**src/rtl/inst_queue_pkg.sv**
```systemverilog
// Shared types for the instruction queue: queue entry layout and default depth.
package rv32i_types;

    localparam int IQ_DEPTH = 16;

    typedef struct packed {
        logic [63:0] inst;
        logic        branch_pred;
    } iq_entry_t;

endpackage

```
**src/rtl/inst_queue_if.sv**
```systemverilog
// Fetch-to-dispatch instruction queue bus; master is the fetch/dispatch side, slave is the queue.
interface inst_queue_if
    import rv32i_types::*;
#(
    parameter int DEPTH = IQ_DEPTH
) ();

    logic                     branch_mispredict;
    logic                     enq_valid;
    logic [63:0]              enq_inst;
    logic                     enq_branch_pred;
    logic                     full;
    logic                     almost_full;
    logic                     deq_ready;
    logic                     deq_valid;
    logic [63:0]              deq_inst;
    logic                     deq_branch_pred;
    logic [$clog2(DEPTH):0]   count;

    modport master (
        output branch_mispredict, enq_valid, enq_inst, enq_branch_pred, deq_ready,
        input  full, almost_full, deq_valid, deq_inst, deq_branch_pred, count
    );

    modport slave (
        input  branch_mispredict, enq_valid, enq_inst, enq_branch_pred, deq_ready,
        output full, almost_full, deq_valid, deq_inst, deq_branch_pred, count
    );

endinterface

```
**src/rtl/inst_queue.sv**
```systemverilog
// Circular first-word-fall-through instruction queue between fetch and decode/dispatch.
// Define IQ_BYPASS_EN to let an enqueued word reach dispatch in the same cycle when the queue is empty.
module inst_queue
    import rv32i_types::*;
#(
    parameter int DEPTH     = IQ_DEPTH,
    parameter int AFULL_THR = DEPTH - 2
) (
    input logic         clk,
    input logic         rst,
    inst_queue_if.slave iq
);

    localparam int PTR_W = $clog2(DEPTH);
    localparam int CNT_W = PTR_W + 1;
    localparam logic [CNT_W-1:0] FULL_CNT  = CNT_W'(DEPTH);
    localparam logic [CNT_W-1:0] AFULL_CNT = CNT_W'(AFULL_THR);

    iq_entry_t        entries [DEPTH];
    iq_entry_t        head_entry;
    logic [PTR_W-1:0] head;
    logic [PTR_W-1:0] tail;
    logic [CNT_W-1:0] count_q;
    logic             full;
    logic             empty;
    logic             write_en;
    logic             pop;
    logic             out_valid;
    logic [63:0]      out_inst;
    logic             out_pred;

    assign full       = (count_q == FULL_CNT);
    assign empty      = (count_q == '0);
    assign head_entry = entries[head];

    // Full is taken from the registered count only, so a pop never opens room for a same-cycle push.
    always_comb begin
        out_valid = !empty && !iq.branch_mispredict;
        out_inst  = out_valid ? head_entry.inst : '0;
        out_pred  = out_valid ? head_entry.branch_pred : 1'b0;
        write_en  = iq.enq_valid && !full && !iq.branch_mispredict;
`ifdef IQ_BYPASS_EN
        if (empty && iq.enq_valid && !iq.branch_mispredict) begin
            out_valid = 1'b1;
            out_inst  = iq.enq_inst;
            out_pred  = iq.enq_branch_pred;
            write_en  = !iq.deq_ready;
        end
`endif
        pop = out_valid && iq.deq_ready && !empty;

        iq.full            = full;
        iq.almost_full     = (count_q >= AFULL_CNT);
        iq.count           = count_q;
        iq.deq_valid       = out_valid;
        iq.deq_inst        = out_inst;
        iq.deq_branch_pred = out_pred;
    end

    always_ff @(posedge clk) begin
        if (rst || iq.branch_mispredict) begin
            head    <= '0;
            tail    <= '0;
            count_q <= '0;
        end else begin
            if (write_en) tail <= tail + PTR_W'(1);
            if (pop)      head <= head + PTR_W'(1);
            count_q <= count_q + CNT_W'(write_en) - CNT_W'(pop);
        end
    end

    // Storage is never cleared; validity comes from count alone.
    always_ff @(posedge clk) begin
        if (write_en && !rst) begin
            entries[tail] <= {iq.enq_inst, iq.enq_branch_pred};
        end
    end

endmodule

```
**src/flat_wrapper.sv**
```systemverilog
// flat-port wrapper written by rule: the top's interface ports become plain ports
module inst_queue_flat import rv32i_types::*;
#(
    parameter int DEPTH     = IQ_DEPTH,
    parameter int AFULL_THR = DEPTH - 2
)
  (clk, rst, iq_branch_mispredict, iq_enq_valid, iq_enq_inst, iq_enq_branch_pred, iq_deq_ready, iq_full, iq_almost_full, iq_deq_valid, iq_deq_inst, iq_deq_branch_pred, iq_count);
  inst_queue_if #(.DEPTH(DEPTH)) iq_i ();
  input logic clk;
  input logic rst;
  input wire logic [$bits(iq_i.branch_mispredict)-1:0] iq_branch_mispredict;
  input wire logic [$bits(iq_i.enq_valid)-1:0] iq_enq_valid;
  input wire logic [$bits(iq_i.enq_inst)-1:0] iq_enq_inst;
  input wire logic [$bits(iq_i.enq_branch_pred)-1:0] iq_enq_branch_pred;
  input wire logic [$bits(iq_i.deq_ready)-1:0] iq_deq_ready;
  output wire logic [$bits(iq_i.full)-1:0] iq_full;
  output wire logic [$bits(iq_i.almost_full)-1:0] iq_almost_full;
  output wire logic [$bits(iq_i.deq_valid)-1:0] iq_deq_valid;
  output wire logic [$bits(iq_i.deq_inst)-1:0] iq_deq_inst;
  output wire logic [$bits(iq_i.deq_branch_pred)-1:0] iq_deq_branch_pred;
  output wire logic [$bits(iq_i.count)-1:0] iq_count;
  assign iq_i.branch_mispredict = iq_branch_mispredict;
  assign iq_i.enq_valid = iq_enq_valid;
  assign iq_i.enq_inst = iq_enq_inst;
  assign iq_i.enq_branch_pred = iq_enq_branch_pred;
  assign iq_i.deq_ready = iq_deq_ready;
  assign iq_full = iq_i.full;
  assign iq_almost_full = iq_i.almost_full;
  assign iq_deq_valid = iq_i.deq_valid;
  assign iq_deq_inst = iq_i.deq_inst;
  assign iq_deq_branch_pred = iq_i.deq_branch_pred;
  assign iq_count = iq_i.count;
  inst_queue #(.DEPTH(DEPTH), .AFULL_THR(AFULL_THR)) u_core (.clk(clk), .rst(rst), .iq(iq_i));
endmodule
```
**config.mk**
```make
export PLATFORM = sky130hd
export DESIGN_NAME = inst_queue_flat
export DESIGN_NICKNAME = d
export VERILOG_FILES = /design/src/rtl/inst_queue_pkg.sv /design/src/rtl/inst_queue_if.sv /design/src/rtl/inst_queue.sv /design/src/flat_wrapper.sv
export SDC_FILE = /design/constraint.sdc
export NUM_CORES = 1
export LEC_CHECK = 0
export CAP_MARGIN = 5
export CORE_MARGIN = 3
export CORE_UTILIZATION = 58
export DETAILED_ROUTE_END_ITERATION = 10
export PLACE_DENSITY = 0.76
export SYNTH_ARGS = -nofsm -noshare
export SYNTH_HDL_FRONTEND = slang
export SYNTH_SLANG_ARGS = --single-unit
```
**constraint.sdc**
```tcl
create_clock -name clk -period 15.58 [get_ports clk]
set_clock_uncertainty 0.15 [all_clocks]
set_input_delay 1.558 -clock clk [delete_from_list [all_inputs] [get_ports clk]]
set_output_delay 1.558 -clock clk [all_outputs]
set_load 0.1 [all_outputs]
```
; Word level (Yosys, flattened, before mapping)
; Memory sizes are Yosys's and may differ from the RTL's. A register that Yosys moved wholly into a read port is not among the register bits.
; Index checks and enable logic that the tools add are counted.
; W data, S select, Z words.
[op_classes]
muxes = 6
n_reduce_logical = 12
n_eq_ne = 1
n_addsub = 4
magnitude_cmp = 1
[ops]
columns = op, n
row1 = $mux W64, 1
row2 = $add A4 B1 Y4 const B, 2
row3 = $mux W4, 2
row4 = $logic_and A1 B1 Y1, 6
row5 = $add A5 B1 Y5, 1
row6 = $eq A5 B5 Y1 const B, 1
row7 = $ge A5 B4 Y1 const B, 1
row8 = $logic_not A5 Y1, 1
row9 = $sub A5 B1 Y5, 1
row10 = $logic_not A1 Y1, 4
row11 = $mux W1, 3
row12 = $logic_or A1 B1 Y1, 1
[totals]
output_inout_bits = 73
inputBits = 70
mem_bits_rw = 1040
regBits = 13
memories = 1
[memory_table]
columns = name, depth, word_bits, read_ports, rd_ports_with_merged_regs, wr, line
row1 = u_core.entries, 16, 65, 1, 1, 1, inst_queue.sv:19  ; iq_entry_t entries [DEPTH];

; Depth between registers and ports, before layout
; Gate-level depths: netlist of run 1.
[depth]
depth_word = 7
ltp_mapped = 12
depth_no_buf = 12

; Least setup slack after synthesis of run 1
; Ideal clock, no wire load.
[synth_path]
kind = register to register
startpoint = register u_core.count_q[1], in the netlist u_core.iq.count[1]
endpoint = memory u_core.entries[3][0] (netlist bit) (enable)
setup_time_ps = 568
setup_slack_ps = 7634
required_ps = 14862
synth_period_minus_slack_ps = 7946
path_stages_with_launch = 5
arrival_time_ps = 7229
path_cell_list = dfxtp_1 nor4bb_1 nor3_1 nand2_1 nor3_1
[synth_between]
elab_chain_len = 7
[synth_rtl]
columns = element, line
row1 = start: declaration, inst_queue.sv:23  ; logic [CNT_W-1:0] count_q;
row2 = start signal: assignment, inst_queue.sv:68  ; count_q <= count_q + CNT_W'(write_en) - CNT_W'(pop);
row3 = $eq A5 B5 Y1, inst_queue.sv:32  ; assign full = (count_q == FULL_CNT);
row4 = net iq_full, flat_wrapper.sv:16  ; output wire logic [$bits(iq_i.full)-1:0] iq_full;
row5 = $logic_not A1 Y1, inst_queue.sv:41  ; write_en = iq.enq_valid && !full && !iq.branch_mispredict;
row6 = $logic_and A1 B1 Y1 (2 in series), inst_queue.sv:41
row7 = $logic_and A1 B1 Y1, inst_queue.sv:74  ; if (write_en && !rst) begin
row8 = $mux W1, inst_queue.sv:74
row9 = $mux W1 (not written as such), inst_queue.sv:75  ; entries[tail] <= {iq.enq_inst, iq.enq_branch_pred};
row10 = end: declaration, inst_queue.sv:19
; The timed path passes the listed nets, and every way through them passes these cells.

==> results of run 1 <==
-- state kept, by name, indices dropped and copies added, names as in the netlist, named ones only --
register and flops:
u_core.tail 4, u_core.entries 1040, u_core.head 4, u_core.iq.count 5
-- layout make-up --
cell class / count / area (um2) / share of cell area, %
Antenna cell: 4 / 10.0 / 0.0217
Clock inverter: 57 / 470 / 1.02
Tap cell: 921 / 1150 / 2.50
Multi-Input combinational cell: 616 / 8380 / 18.2
Inverter: 11 / 41.3 / 0.0896
Clock buffer: 129 / 2700 / 5.85
Timing Repair Buffer: 185 / 1760 / 3.81
Sequential cell: 1057 / 31600 / 68.5
-- worst register-to-register path, delay by kind of cell, from the launching register on --
family	cells	cell delay (ns)
simple gates	4	1.80
buf+inv	3	1.08
flops	1	0.42
fa+ha+maj	1	0.23
-- power by group through the flow --
stage | Clock [W] | Sequential (W) | Combinational [W]
after global routing | 0.00250 | 0.00314 | 0.000526
after floorplan | 0 | 0.00322 | 0.000323
after detailed placement | 0 | 0.00320 | 0.000506
final | 0.00234 | 0.00314 | 0.000505
after CTS | 0.00238 | 0.00314 | 0.000508
after global placement | 0 | 0.00320 | 0.000500
-- cells in the final DEF (no fill, tap or decap), types with 3 or more instances in the layout --
cell type and count:
sky130_fd_sc_hd__clkbuf_16 103, sky130_fd_sc_hd__dfxtp_1 14, sky130_fd_sc_hd__edfxtp_1 1040, sky130_fd_sc_hd__xnor2_1 7, sky130_fd_sc_hd__clkbuf_1 24, sky130_fd_sc_hd__nor2_1 18, sky130_fd_sc_hd__nand2_1 137, sky130_fd_sc_hd__diode_2 4
sky130_fd_sc_hd__dfxtp_4 3, sky130_fd_sc_hd__inv_1 11, sky130_fd_sc_hd__inv_6 3, sky130_fd_sc_hd__nand2b_1 5, sky130_fd_sc_hd__nor2_4 12, sky130_fd_sc_hd__a22oi_1 65, sky130_fd_sc_hd__bufinv_16 6, sky130_fd_sc_hd__mux4_2 260
sky130_fd_sc_hd__mux2_2 65, sky130_fd_sc_hd__nor3_1 3, sky130_fd_sc_hd__clkinv_1 18, sky130_fd_sc_hd__clkinvlp_4 8, sky130_fd_sc_hd__clkinv_4 3, sky130_fd_sc_hd__clkdlybuf4s50_1 142, sky130_fd_sc_hd__clkinv_2 18, sky130_fd_sc_hd__a21oi_1 3
sky130_fd_sc_hd__ha_1 13, sky130_fd_sc_hd__nor3_2 6, sky130_fd_sc_hd__buf_4 42
-- cells by family (layout without fill, tap and decap cells) --
logic type                 Yosys count  count (layout)  share of synthesized area [%]
DFF                               1057            1057                           78.4
muxes                              327             327                           16.4
and+or+nand+nor                    195             195                           2.08
buffers and inverters              100             382                           1.17
AOI/OAI and AO/OA                   71              71                           1.30
adders and majority gates           14              14                          0.454
xor gates and xnor gates             9               9                          0.196
other                                0               4                              0
-- per-stage QoR --
stage                     std cells  hold WS, ns  utilization, %  setup slack (ns)  cell area [um2]
final                          2980        0.399            67.8              8.21            46100
after CTS                      2976        0.389            67.8              8.02            46100
after floorplan                1773        0.331               -              7.63            40300
after detailed placement       2790        0.370            63.1              8.74            42900
after global routing           2978        0.446            67.8              7.75            46100
after global placement         2790        0.349            63.1              8.73            42900
-- synth_stat cells, drive strengths merged --
library cell,n,area (um2)
xnor2,7,61.3
o21ai,1,5.00
nor4b,5,65.1
nor2,30,113
a21o,1,7.51
dfxtp,17,340
nor3,9,45.0
xor2,2,17.5
o21a,1,7.51
buf,52,290
mux4,260,5860
inv,11,41.3
edfxtp,1040,31200
clkbuf,37,139
fa,1,20.0
mux2i,2,20.0
nand3,2,10.0
nor4bb,2,20.0
nand2,137,514
nand2b,5,31.3
a22oi,65,488
mux2,65,732
nor3b,2,15.0
a21oi,3,15.0
nor4,2,18.8
ha,13,163
or2,1,6.26
-- metal layers --
metal,routed length (um),vias up,global-route usage (%)
met2,42200,706,38.1
met3,5430,132,4.16
li1,-,7822,-
met5,32,-,0
met4,1720,6,6.52
met1,34000,10000,33.1
-- path summary, 6_finish.rpt --
check                                        start                      to  slack (ns)  cells after the start
worst max-delay path                     flip-flop         iq_deq_inst[15]        8.21                      7
worst min-delay path                u_core.head[3]          u_core.head[3]        0.40                      2
worst max register to register  u_core.iq.count[2]  u_core.entries[15][10]       11.51                      8
worst min register to register      u_core.head[3]          u_core.head[3]        0.40                      2
==> flow_results.org, run 1 <==
** Clocking
- CTS placed an instance of sky130_fd_sc_hd__clkbuf_16 at the clock tree root.
- H-tree lvl count :: 3
- Counting every sink on the clock net gives 1057.
- Once the clock tree was built, the setup fixing pass inserted 0 buffers.
- Clock transition time at the flip-flop clock pins of the worst setup and hold paths :: around 0.060 ns
- Post-CTS repair changed the size of 0 cells.
- TritonCTS built the clock tree.
- Clock latency on the worst-skew pair, taken at its later pin, is ~0.65 ns.
- Buffer depth of the longest clock path :: 3
- Hold repair after CTS inserted 0 buffers.
- TritonCTS created 101 clock buffers.

** STA
- Unrepaired setup endpoints after global routing :: no
- At the pin with the least slew margin, the transition time is 1.19 ns.
- The count of pins over their slew limit came to 0.
- Final Hold Fails :: 0
- Normalized max-slew margin :: between 20% and 30%
- Maximum clock frequency :: 0.136 GHz
- Sum of negative setup slack :: 0 ns
- The clock period could shrink to 7.37 ns.
- Final count of negative-setup-slack endpoints :: 0
- Tcrit/Tclk final :: between 40% and 50%

** Floorplan
- For this configuration, the core starts out at a cell density of 59.2%.
- Floorplan die width :: between 200 and 300 um
- In this run the count of I/O pins placed on the die edge is approximately 140.
- After floorplanning, the core was sized to cover 0.0680 mm2.
- The die is 270 um tall.
- After floorplanning, the core was divided into 95 placement rows.
- Die Area :: 0.0726 mm2

** Placement
- Final GP Congestion :: about 0.71
- Number of buffers added on ports :: 142
- The HPWL after detailed placement is 42000 um.

** Critical path
- The critical path contains buffers and inverters numbering 3 combined.
- Largest driver fanout on the critical path :: 51
- Traced cell by cell, the critical path runs through buf_4 > buf_4 > mux4_2 > mux2_2 > a22oi_1 > nand2_1 > clkdlybuf4s50_1.
- The worst setup path is launched from a flip-flop.
- Data on the critical path is required at its endpoint by around 14 ns.
- For this run, the slowest stage of the critical path takes about 0.99 ns.
- Standard cell with the maximum stage delay on the critical path :: sky130_fd_sc_hd__dfxtp_4
- The worst setup path is of the reg2out kind.
- The worst setup path is captured at an output pin.
- Most frequent CP cell :: sky130_fd_sc_hd__buf_4
- Critical path arrival :: ~5.7 ns
- Delay-heaviest family, CP :: buffers and inverters

** Synthesis
- The synthesized design contains 1057 register bits.
- When the netlist entered floorplanning its net count stood at 1857.
- The netlist uses 33 different library cells.
- Mean cell area of the mapped netlist :: 22.7 um2
- Share of synthesized area occupied by flip-flops and latches :: between 70% and 80%
- Total of warnings raised by yosys :: 0
- Post-Synthesis Cells :: roughly 1800
- Summing every instance area after synthesis gives 0.0403 mm2.

** Pwr
- Tot Pwr :: 0.00599 W
- The clock network burns 39.1% of the power.
- The worst-case IR drop observed on VDD is 103 uV.
- Combinational logic is responsible for 8.4% of the overall power.
- Cell internal power was estimated by the tool at roughly 0.0046 W.
- Leakage :: 14.1 nW
- Power share of the sequential group :: 52.5%
- Fraction of power spent switching nets :: 23.5%
- Dividing total power by cell area gives a power density of between 100 and 150 mW/mm2.
- Net switching power of the design :: 0.00140 W

** Route
- For this run, design rule violations remaining after detail routing come to 0.
- Using the TritonRoute via totals, the vias-per-cell ratio works out to between 6 and 7.
- Once detail routing completed, the nets flagged for antenna violations numbered 0.
- The detailed router finished its first iteration with around 1900 violations.
- In the final routed layout, each cell accounts on average for 28.0 um.
- The final layout contains routed wiring with a total length of 83400 um.
- Detailed Routing Iterations Pass 1 :: 5
- Total number of vias :: 18700

** Worst hold path
- The path class of the tightest hold or removal check is reg2reg.

** Final layout
- After the last flow step, the layout net total stands at 2056.
- Growth of design area from synthesis to finish :: 14.4%
- Fill cell total of the finished layout :: 4199
- Fraction of layout instances using a drive strength above 1 :: 26.2%

** GRT
- Overall global routing resource usage :: 23.3%
- Entering global routing, the biggest net connects 169 pins.
- Initial antenna violation count :: 6
- GR Overflow Total :: 0
- The first global-routing pass estimated approximately 130000 um of wire.
- The number of global-route vias before repair came to between 15000 and 20000.

** Outcome
- The flow ran to the end, and the final reports show no timing, DRC or antenna violations.

** Job
- The tool flagged a number of max-cap violations equal to 0.
(Power assumes the default switching activity.)
==> run 2: changes to the inputs <==
--- a/config.mk
+++ b/config.mk
@@ -7,7 +7,7 @@
 export LEC_CHECK = 0
 export CAP_MARGIN = 5
 export CORE_MARGIN = 3
-export CORE_UTILIZATION = 58
+export CORE_UTILIZATION = 55
 export DETAILED_ROUTE_END_ITERATION = 10
 export PLACE_DENSITY = 0.76
 export SYNTH_ARGS = -nofsm -noshare
==> constraint.sdc (replaced) <==
create_clock -name clk -period 6.7 [get_ports clk]
set_clock_uncertainty 0.15 [all_clocks]
set_input_delay 0.67 -clock clk [delete_from_list [all_inputs] [get_ports clk]]
set_output_delay 0.67 -clock clk [all_outputs]
set_load 0.1 [all_outputs]
==> run 2 against run 1 <==
Against the previous run: routed wire length grew 4.4%; register-to-register slack lost 8.5 ns; sequential share of layout area shrank 0.82 points; clock power grew 150%; die area grew 5.3%; setup slack lost 6.5 ns; combinational power grew 130%; utilization shrank 3.0 points; sequential power grew 130%; global-route usage shrank 0.27 points; clock-buffer cell count shrank 2.
==> flow_results.org, run 2 (same netlist as run 1, synthesis figures left out) <==
** Clocking
- The clock-pin transition on the worst setup and hold timing paths was 0.06 ns (about the same).
- The total clock sinks was 1057 (unchanged).
- Clock tree from TritonCTS :: done
- The maximum level of the CTS H-tree came to 3 (unchanged).
- The hold buffer count at CTS is 0 (unchanged).
- In this run the clock root is driven by a sky130_fd_sc_hd__clkbuf_16.
- The number of buffers added by the clock tree synthesis step came to 102 (+0.99%).
- Later-pin clock latency in the skew report :: 0.66 ns (about the same)
- Number of buffers inserted to repair setup after CTS :: 0 (unchanged)
- Resized cells post-CTS :: 0 (unchanged)
- The maximum buffer depth of the clock tree was 3 (unchanged).

** Final layout
- Commonest cells after routing, fill and taps aside :: sky130_fd_sc_hd__edfxtp_1, sky130_fd_sc_hd__mux4_2, sky130_fd_sc_hd__clkdlybuf4s50_1, sky130_fd_sc_hd__nand2_1, sky130_fd_sc_hd__clkbuf_16
- Area of the multi-input gates :: 0.00840 mm2 (+0.30%)
- Compared with the post-synthesis result, the final layout area differs by 15.8%.
- Most frequent standard cell in the layout excluding fill and tap cells :: sky130_fd_sc_hd__edfxtp_1
- The number of fill cells is 4511 (+7.4%).
- Max reg flops :: 1040 (unchanged)
- Largest register by flop count :: u_core.entries
- Sequential standard cell area :: 0.0316 mm2 (unchanged)
- Final net count :: 2063 (+0.34%)
- Fraction of layout instances using a drive strength above 1 :: 26.6% (+0.42 points)

** Critical path
- Required time worst endpoint :: 5.88 ns (-7.99 ns)
- STA classifies the critical path endpoint as an output pin.
- The worst register-to-register path ends at u_core.entries[0][9].
- The worst setup path is of the reg2out kind.
- The data arrival time at the worst-slack endpoint is 4.18 ns (-1.48 ns).
- Crit path launch type :: flip-flop
- The largest driver fanout on the critical path was 46 (-9.8%).
- Flop2flop setup slack :: 3.00 ns (-8.51 ns)
- The number of cells on the worst reg-to-reg path is 8 (unchanged).
- Reg-to-reg critical path startpoint :: u_core.iq.count[2]

** Worst hold path
- The instance count along the most critical hold path came to 2 (unchanged).
- End point of the worst hold path :: u_core.head[3]
- The startpoint identified for the worst hold timing path is u_core.head[3].
- Path class of the lowest-slack min-delay path :: reg2reg

** GRT
- Grt met1 use :: 32.1% (-1.0 points)
- The initial antenna violation count is 7 (+1).
- Overall global routing resource usage :: 23.0% (-0.27 points)
- Met3 Resource Use GR :: 5.69% (+1.5 points)
- The number of global-route vias before repair was 19600 (+0.38%).
- Global Route met2 Usage :: 36.7% (-1.3 points)
- The largest net degree at the start of global routing came to 101 (-40%).
- GR Overflow Total :: 0 (unchanged)
- After global routing, the most crowded layer is met2.
- The global-route wire length before repair was 130000 um (+3.6%).

** Floorplan
- The height of the die was 277 um (+2.6%).
- The die boundary width came to 277 um (+2.6%).
- The total die area came to 0.0765 mm2 (+5.3%).
- The number of primary I/O pins came to 143 (unchanged).
- Initial Util :: 56.0% (-3.3 points)
- The placeable core area came to 0.0720 mm2 (+5.9%).
- The number of rows created at floorplan was 98 (+3.2%).

** Placement
- Number of buffers added on ports :: 142 (unchanged)
- The final weighted congestion of routability-driven global placement came to 0.721 (+1.5%).
- Place WS :: 1.81 ns (-6.93 ns)
- Post-DP HPWL :: 45200 um (+7.6%)

** STA
- In the finished design, the share of the clock period the worst path needs comes to 74.6%.
- The final setup violation count was 0 (unchanged).
- The worst max-slew margin expressed relative to the limit is 26.3% (+5.5 points).
- Min Tclk post-route :: about 5 ns
- Setup repair after global routing left no endpoint under its margin.
- Slew of the pin with the lowest slew margin :: 1.10 ns (-0.0825 ns)
- Final Hold Fails :: 0 (unchanged)
- Maximum clock frequency :: 0.200 GHz
- Pins Over Slew Limit :: 0 (unchanged)
- Worst setup slack after layout :: 1.70 ns (-6.50 ns)
- The final setup TNS came to 0 ns (unchanged).

** Route
- The detailed router's first-iteration violation count came to 2195 (+15%).
- The average detailed-routed wire length per instance came to 28.8 um (+3.1%).
- The detailed-routing iteration count for the pre-antenna-repair pass came to 7 (+2).
- Total routed wirelength :: 87100 um (+4.4%)
- Vias per cell :: 6.26 (-0.15%)
- The residual antenna-violating net count after detailed routing was 0 (unchanged).
- Total number of vias :: 18900 (+1.2%)
- Post-route DRC :: 0 (unchanged)

** Pwr
- Worst ir drop on vdd :: 230 uV (+120%)
- Power density over the cells :: 306 mW/mm2 (+140%)
- The cell leakage power came to 14.3 nW (+1.4%).

** Job
- The number of maximum-capacitance constraint violations came to 0 (unchanged).

** Outcome
- The run finished with clean final reports.
[run 2: how the worst max path moves through the flow]
stage                     cells past startpoint                 start  slack (ns)                    end
after floorplan                               6    u_core.iq.count[2]        0.41  u_core.entries[13][0]
after global placement                        6  iq_branch_mispredict        1.84        iq_deq_inst[61]
after detailed placement                      6  iq_branch_mispredict        1.81   u_core.entries[0][9]
after CTS                                     6             flip-flop        1.58         iq_deq_inst[0]
after global routing                          6             flip-flop        1.46         iq_deq_inst[0]
final                                         6             flip-flop        1.70         iq_deq_inst[0]
[run 2: routing by layer]
layer	vias up	wire length, um
li1	7843	-
met1	9993	34100
met2	907	43200
met3	155	7510
met4	4	2270
met5	-	33
[run 2: power breakdown]
part / switching [W] / internal (W)
sequential: 0.0000200 / 0.00729
combinational: 0.000877 / 0.000288
clock: 0.00239 / 0.00341
total: 0.00329 / 0.0110
[run 2: final cells by class]
type / instances / share of cell area [%]
Inverter: 11 / 0.0885
Sequential cell: 1057 / 67.7
Clock inverter: 62 / 1.57
Tap cell: 950 / 2.55
Antenna cell: 5 / 0.0268
Clock buffer: 127 / 5.72
Timing Repair Buffer: 191 / 4.32
Multi-Input combinational cell: 616 / 18.0
[run 2: worst max-delay path, stage by stage, from the launching register on]
cell	delay (ns)
sky130_fd_sc_hd__dfxtp_4	0.86
sky130_fd_sc_hd__buf_12	0.41
sky130_fd_sc_hd__mux4_2	0.55
sky130_fd_sc_hd__mux2_2	0.29
sky130_fd_sc_hd__a22oi_1	0.20
sky130_fd_sc_hd__nand2_1	0.14
sky130_fd_sc_hd__clkdlybuf4s50_1	0.99
[run 2: per-stage QoR]
stage               util (%)  total power [W]  hold WS, ns  cell area, um2  cells
floorplan                  -          0.00823        0.331           40300   1773
global placement        60.1          0.00860        0.348           43200   2825
detailed placement      60.1          0.00862        0.352           43200   2825
CTS                     64.8           0.0144        0.389           46600   3014
global route            64.8           0.0147        0.404           46600   3016
finish                  64.8           0.0143        0.391           46600   3019
